[src/rtl/neuron_seq_pkg.sv]
`default_nettype none
// +----------------------------------------------------------------------------+
// | Module  : neuron_seq_pkg                                                   |
// | Purpose : Shared types and constants for the neuron tick sequencer:        |
// |           sweep state encoding and reset-mode codes.                       |
// | Rev     : 1.0  initial release                                             |
// +----------------------------------------------------------------------------+
package neuron_seq_pkg;

  typedef enum logic [1:0] {
    IDLE = 2'd0,
    READ = 2'd1,
    EVAL = 2'd2,
    DONE = 2'd3
  } state_t;

  localparam int RESET_HARD   = 0;
  localparam int RESET_LINEAR = 1;

endpackage
`default_nettype wire

[src/rtl/neuron_threshold_eval.sv]
`default_nettype none
// +----------------------------------------------------------------------------+
// | Module  : neuron_threshold_eval                                            |
// | Purpose : Combinational spike / reset evaluation for one neuron.           |
// | Ports   : potential        in  current membrane potential (signed)         |
// |           pos_threshold    in  firing threshold (signed)                   |
// |           neg_threshold    in  lower threshold (signed)                    |
// |           reset_potential  in  value used by hard reset                    |
// |           reset_mode       in  0 = hard, 1 = linear, others reset to 0     |
// |           new_potential    out potential to write back                     |
// |           spike            out neuron fires this tick                      |
// | Rev     : 1.0  initial release                                             |
// +----------------------------------------------------------------------------+
module neuron_threshold_eval
  import neuron_seq_pkg::*;
#(
  parameter int POTENTIAL_WIDTH = 9,
  parameter int THRESHOLD_WIDTH = 9,
  parameter int RW              = 1
) (
  input  logic signed [POTENTIAL_WIDTH-1:0] potential,
  input  logic signed [THRESHOLD_WIDTH-1:0] pos_threshold,
  input  logic signed [THRESHOLD_WIDTH-1:0] neg_threshold,
  input  logic signed [POTENTIAL_WIDTH-1:0] reset_potential,
  input  logic        [RW-1:0]              reset_mode,
  output logic signed [POTENTIAL_WIDTH-1:0] new_potential,
  output logic                              spike
);

  // Thresholds are sign-extended to the potential width so that compares and
  // subtractions happen at one width and wrap naturally on truncation.
  logic signed [POTENTIAL_WIDTH-1:0] pos_ext;
  logic signed [POTENTIAL_WIDTH-1:0] neg_ext;
  logic                              below;

  assign pos_ext = POTENTIAL_WIDTH'(pos_threshold);
  assign neg_ext = POTENTIAL_WIDTH'(neg_threshold);
  assign spike   = (potential >= pos_ext);
  assign below   = (potential <  neg_ext);

  always_comb begin
    new_potential = potential;
    if (spike) begin
      // Spike wins over the below-negative condition.
      if (reset_mode == RW'(RESET_HARD))        new_potential = reset_potential;
      else if (reset_mode == RW'(RESET_LINEAR)) new_potential = potential - pos_ext;
      else                                      new_potential = '0;
    end else if (below) begin
      if (reset_mode == RW'(RESET_HARD))        new_potential = -reset_potential;
      else if (reset_mode == RW'(RESET_LINEAR)) new_potential = potential - neg_ext;
      else                                      new_potential = '0;
    end
  end

endmodule
`default_nettype wire

[src/rtl/neuron_tick_sequencer.sv]
`default_nettype none
// +----------------------------------------------------------------------------+
// | Module  : neuron_tick_sequencer                                            |
// | Purpose : Per-tick sweep over all neurons of a core. Each neuron is read,  |
// |           evaluated, written back, and a spike token is queued to the      |
// |           router when it fires. done pulses once the sweep has finished    |
// |           and the last token has been accepted.                            |
// | Ports   : clk, rst (async, active high)                                    |
// |           tick in / busy, done, tick_overrun out                           |
// |           mem_rd_en, mem_addr, mem_wr_en, mem_wr_data out                  |
// |           mem_potential, mem_pos_threshold, mem_neg_threshold,             |
// |           mem_reset_potential, mem_reset_mode in (1 cycle after rd_en)     |
// |           spike_valid, spike_neuron out / spike_ready in                   |
// |           spike_count out (only with NEURON_SEQ_SPIKE_COUNT_EN)            |
// | Config  : NEURON_SEQ_SPIKE_COUNT_EN adds the accepted-token counter.       |
// | Rev     : 1.0  initial release                                             |
// +----------------------------------------------------------------------------+
module neuron_tick_sequencer
  import neuron_seq_pkg::*;
#(
  parameter  int NUM_NEURONS     = 256,
  parameter  int POTENTIAL_WIDTH = 9,
  parameter  int THRESHOLD_WIDTH = 9,
  parameter  int NUM_RESET_MODES = 2,
  localparam int NW              = $clog2(NUM_NEURONS),
  localparam int RW              = (NUM_RESET_MODES > 1) ? $clog2(NUM_RESET_MODES) : 1
) (
  input  logic                       clk,
  input  logic                       rst,
  input  logic                       tick,
  output logic                       busy,
  output logic                       done,
  output logic                       tick_overrun,
  output logic                       mem_rd_en,
  output logic [NW-1:0]              mem_addr,
  input  logic [POTENTIAL_WIDTH-1:0] mem_potential,
  input  logic [THRESHOLD_WIDTH-1:0] mem_pos_threshold,
  input  logic [THRESHOLD_WIDTH-1:0] mem_neg_threshold,
  input  logic [POTENTIAL_WIDTH-1:0] mem_reset_potential,
  input  logic [RW-1:0]              mem_reset_mode,
  output logic                       mem_wr_en,
  output logic [POTENTIAL_WIDTH-1:0] mem_wr_data,
  output logic                       spike_valid,
  output logic [NW-1:0]              spike_neuron,
  input  logic                       spike_ready
`ifdef NEURON_SEQ_SPIKE_COUNT_EN
  ,
  output logic [NW:0]                spike_count
`endif
);

  localparam logic [NW-1:0] LAST_IDX = NW'(NUM_NEURONS - 1);

  state_t                       state;
  state_t                       next_state;
  logic [NW-1:0]                idx;
  logic                         slot_free;
  logic                         is_last;
  logic                         eval_spike;
  logic [POTENTIAL_WIDTH-1:0]   eval_new;

  // A read may only start once the token register is empty or draining this
  // cycle; the following EVAL then always finds room for a new token.
  assign slot_free = !spike_valid || spike_ready;
  assign is_last   = (idx == LAST_IDX);

  neuron_threshold_eval #(
    .POTENTIAL_WIDTH (POTENTIAL_WIDTH),
    .THRESHOLD_WIDTH (THRESHOLD_WIDTH),
    .RW              (RW)
  ) u_eval (
    .potential       (mem_potential),
    .pos_threshold   (mem_pos_threshold),
    .neg_threshold   (mem_neg_threshold),
    .reset_potential (mem_reset_potential),
    .reset_mode      (mem_reset_mode),
    .new_potential   (eval_new),
    .spike           (eval_spike)
  );

  always_ff @(posedge clk or posedge rst) begin
    if (rst) state <= IDLE;
    else     state <= next_state;
  end

  always_comb begin
    next_state  = state;
    busy        = 1'b1;
    done        = 1'b0;
    mem_rd_en   = 1'b0;
    mem_wr_en   = 1'b0;
    mem_wr_data = '0;
    mem_addr    = idx;
    case (state)
      IDLE: begin
        busy = 1'b0;
        if (tick) next_state = READ;
      end
      READ: begin
        if (slot_free) begin
          mem_rd_en  = 1'b1;
          next_state = EVAL;
        end
      end
      EVAL: begin
        mem_wr_en   = 1'b1;
        mem_wr_data = eval_new;
        next_state  = is_last ? DONE : READ;
      end
      DONE: begin
        if (!spike_valid) begin
          done       = 1'b1;
          next_state = IDLE;
        end
      end
      default: next_state = IDLE;
    endcase
  end

  // Index returns to 0 when leaving the last EVAL so it is already 0 in DONE
  // and IDLE.
  always_ff @(posedge clk or posedge rst) begin
    if (rst) begin
      idx <= '0;
    end else if (state == EVAL) begin
      idx <= is_last ? '0 : idx + 1'b1;
    end
  end

  always_ff @(posedge clk or posedge rst) begin
    if (rst) begin
      spike_valid  <= 1'b0;
      spike_neuron <= '0;
    end else if (state == EVAL && eval_spike) begin
      spike_valid  <= 1'b1;
      spike_neuron <= idx;
    end else if (spike_valid && spike_ready) begin
      spike_valid  <= 1'b0;
    end
  end

  always_ff @(posedge clk or posedge rst) begin
    if (rst)                           tick_overrun <= 1'b0;
    else if (tick && state != IDLE)    tick_overrun <= 1'b1;
  end

`ifdef NEURON_SEQ_SPIKE_COUNT_EN
  always_ff @(posedge clk or posedge rst) begin
    if (rst)                                 spike_count <= '0;
    else if (state == IDLE && tick)          spike_count <= '0;
    else if (spike_valid && spike_ready)     spike_count <= spike_count + 1'b1;
  end
`endif

endmodule
`default_nettype wire
[config.mk]
export PLATFORM = sky130hd
export DESIGN_NAME = neuron_tick_sequencer
export DESIGN_NICKNAME = d
export VERILOG_FILES = /design/src/rtl/neuron_seq_pkg.sv /design/src/rtl/neuron_threshold_eval.sv /design/src/rtl/neuron_tick_sequencer.sv
export SDC_FILE = /design/constraint.sdc
export NUM_CORES = 1
export LEC_CHECK = 0
export ABC_CLOCK_PERIOD_IN_PS = 3300
export BUFFER_PORTS_ARGS = -buffer_cell sky130_fd_sc_hd__buf_4
export CAP_MARGIN = 20
export CORE_MARGIN = 10
export CORE_UTILIZATION = 53
export CTS_CLUSTER_SIZE = 20
export DETAILED_ROUTE_END_ITERATION = 12
export GPL_TIMING_DRIVEN = 0
export PLACE_DENSITY = 0.82
export SLEW_MARGIN = 20
export SYNTH_ARGS = -nofsm -noshare
export SYNTH_HDL_FRONTEND = slang
export SYNTH_SLANG_ARGS = --single-unit
[constraint.sdc]
create_clock -name clk -period 3.3 [get_ports clk]
set_input_delay 0.66 -clock clk [delete_from_list [all_inputs] [get_ports clk]]
set_output_delay 0.66 -clock clk [all_outputs]
set_load 0.02 [all_outputs]
==> flow_metrics.env <==
export IMPL_worstHoldPathCells=1
export IMPL_period_share_pct=100.7
export IMPL_worstPathMaxFanout=4
export IMPL_yosys_register_bits=20
export IMPL_p_clk_share_pct=11.3
export IMPL_worstSetupEndpointType="primary output"
export IMPL_cts_made_buffers=3
export IMPL_switchingPower_uw=610.4
export IMPL_met1_usage_pct=19.28
export IMPL_grt_total_usage_pct=18.67
export IMPL_synthTopCellsByArea="dfrtp_1 21%, ha_1 10%, nor2_1 4.7%"
export IMPL_core_area_sq_um=4354
export IMPL_yosysWarnings=0
export IMPL_dieArea_sq_um=7616
export IMPL_synth_fp_nets=360
export IMPL_grtUsageMet3_pct=4.682
export IMPL_synthDistinctLibCells=61
export IMPL_power_leakage_nw=1.552
export IMPL_arrival_ps=2660
export IMPL_grt_max_degree=21
export IMPL_drive_gt1_share_pct=37.08
export IMPL_drc=0
export IMPL_cts_tree="yes"
export IMPL_grt_busiest_layer="met2"
export IMPL_dp_hpwl_um=5950
export IMPL_synthTopCellsByCount="30 x nor2_1, 28 x inv_1, 20 x dfrtp_1, 20 x ha_1, 19 x a21oi_1"
export IMPL_antenna_found_initial=0
export IMPL_status="complete, but fails checks"
export IMPL_p_per_area_nw_per_um2=413.5
export IMPL_irDropWorstVdd_mv=0.1663
export IMPL_violations="setup timing"
export IMPL_drt_iter0_drc=209
export IMPL_final_nets=448
export IMPL_fin_crit_ps=3323
export IMPL_grt_pass1_vias=2580
export IMPL_hold_path_end="tick_overrun"
export IMPL_wirelength_um=7829
export IMPL_fmax_ghz=0.3009
export IMPL_p_int_uw=772.5
export IMPL_syn_cell_area_sq_um=2399
export IMPL_hp_class="reg2reg"
export IMPL_yosys_area_top_type_share_pct=20.87
export IMPL_grt_overflow_total=0
export IMPL_max_cap_violations=0
export IMPL_maxSlewViolCount=0
export IMPL_fin_ws_ps=-23.43
export IMPL_yosysTopAreaCell="dfrtp_1"
export IMPL_io_pins=72
export IMPL_via_count=2645
export IMPL_via_per_inst=6.080
export IMPL_relSlewSlack_pct=50.12
export IMPL_tns_ps=-32.17
export IMPL_grt_pass1_wl_um=11770
export IMPL_netlist_instances=297
export IMPL_yosysSeqAreaShare_pct=20.87
export IMPL_die_h_um=87.27
export IMPL_hold_buffers=0
export IMPL_synthMostInstantiatedCell="nor2_1"
export IMPL_combPwrFrac_pct=61.6
export IMPL_synth_edf_count=0
export IMPL_switching_share_pct=44.14
export IMPL_numClockSinks=20
export IMPL_antennaDiodeCount=0
export IMPL_seq_power_share_pct=27.1
export IMPL_initial_core_util_pct=55.09
export IMPL_clk_latency_ps=260
export IMPL_area_growth_pct=39.44
export IMPL_htreeDepth=1
export IMPL_synth_ff_type="dfrtp_1"
export IMPL_use_met2_pct=33.86
export IMPL_hold_viol=0
export IMPL_die_x_um=87.27
export IMPL_rrSetupSlack_ps=1570
export IMPL_cts_root_buffer="clkbuf_8"
export IMPL_dp_slack_ps=-566.5
export IMPL_setup_viol=2
export IMPL_drtPass1Iterations=4
export IMPL_holdCritStartpoint="tick_overrun"
export IMPL_fillers=322
export IMPL_hold_slack_ps=458.9
export IMPL_tightest_slew_ps=747.4
export IMPL_cts_path_max_buffers=2
export IMPL_fin_skew_ps=1.350
export IMPL_r2r_start="state[0]"
export IMPL_syn_avg_cell_area_sq_um=8.076
export IMPL_reg2reg_depth=6
export IMPL_wl_per_cell_um=18.00
export IMPL_detail_route_antenna_nets=0
export IMPL_numPortBuffers=71
export IMPL_r2r_end="mem_addr[7]"
export IMPL_start_kind="input pin"
export IMPL_gp_congestion=0.9309
export IMPL_clkTransAtPathRegs_ps=60
export IMPL_rows=24
export IMPL_cp_required_ps=2640
export IMPL_synthArstFlopShare_pct=100.0
export IMPL_rsz0062_at_grt="true"
export IMPL_crit_type="in2out"
-- per-layer routing --
layer  part of all wire (%)  vias to the layer above
li1                       -                     1260
met3                    8.4                       30
met2                     51                      121
met1                     37                     1234
met4                    3.2                        0
met5                      0                        -
-- worst max-delay path, cell delays in order --
cell and delay (ps):
buf_8 100, inv_4 50, ha_4 130, inv_2 40, fa_2 370, a211oi_4 350, o21ai_1 120, o22ai_1 220
o311ai_1 140, a311oi_2 300, buf_4 190
-- final cells by class --
cell class / instances / area [sq um] / area share (%)
plain buffers: 6 / 35.03 / 1.048
clock buffers: 3 / 41.29 / 1.235
inverters: 29 / 113.9 / 3.404
multi-input cells: 242 / 1951 / 58.32
flip-flops and latches: 20 / 500.5 / 14.96
well taps: 52 / 65.06 / 1.945
repair buffers: 83 / 638.1 / 19.08
-- state kept, by name, summed over array words and instances (netlist names) --
name	cells
mem_addr	8
spike_neuron	8
state	2
spike_valid	1
tick_overrun	1
-- power by group through the flow --
stage | sequential [mW] | combinational, mW | clock [mW]
floorplan | 0.425 | 0.428 | 0
global placement | 0.373 | 0.753 | 0
detailed placement | 0.377 | 0.765 | 0
CTS | 0.373 | 0.805 | 0.162
global route | 0.384 | 0.920 | 0.170
finish | 0.374 | 0.852 | 0.157
-- how the worst max path moves through the flow --
stage / startpoint / end / cells past startpoint
global route: mem_potential[0] / mem_wr_data[4] / 12
finish: mem_potential[0] / mem_wr_data[4] / 11
global placement: mem_potential[0] / mem_wr_data[8] / 12
floorplan: mem_potential[0] / mem_wr_data[8] / 10
CTS: mem_potential[0] / mem_wr_data[8] / 12
detailed placement: mem_potential[0] / mem_wr_data[8] / 12
-- per-stage QoR --
step                utilization (%)  power, mW  std cells  instance area, sq um
floorplan                         -     0.8530        297                  2409
global placement              69.05      1.126        420                  3007
detailed placement            69.05      1.143        420                  3007
CTS                           73.13      1.340        428                  3184
global route                  76.81      1.474        435                  3344
finish                        76.81      1.383        435                  3344
-- layout by cell type, fill, tap and decap left out, drive strengths merged, types with 3 or more instances in the layout --
| cell type | Yosys | final |
|---|---|---|
| buf | 3 | 86 |
| nor2 | 31 | 31 |
| inv | 28 | 28 |
| dfrtp | 20 | 20 |
| a21oi | 20 | 20 |
| ha | 20 | 20 |
| nand2 | 18 | 18 |
| o21ai | 14 | 14 |
| nor3 | 11 | 11 |
| nor2b | 10 | 10 |
| xnor2 | 9 | 9 |
| mux2 | 9 | 9 |
| a211oi | 9 | 9 |
| xor2 | 7 | 7 |
| mux2i | 7 | 7 |
| nand2b | 7 | 7 |
| nand4 | 6 | 6 |
| clkbuf | 3 | 6 |
| o21a | 5 | 5 |
| nor4 | 5 | 5 |
| nand3 | 4 | 4 |
| o31a | 4 | 4 |
| a21o | 3 | 3 |
| nand3b | 3 | 3 |
| a31oi | 3 | 3 |
| o311ai | 3 | 3 |
| o21bai | 3 | 3 |
| a311oi | 3 | 3 |
-- logic make-up (layout without fill, tap and decap cells) --
group,Yosys count,in the layout,share of synthesized area (%)
xor+xnor,16,16,5.843
fa+ha+maj,22,22,12.10
simple gates,107,107,23.74
mux,16,16,7.147
buf+inv,35,121,5.842
flops,20,20,20.87
compound gates,81,81,24.47
-- timing repair --
| item | in CTS | in global routing |
|---|---|---|
| endpoints found under the setup margin | 9 | 9 |
| setup buffers | 5 | 7 |
| pin swaps | 18 | 21 |
| resized for setup | 25 | 29 |
(Power assumes the default switching activity.)
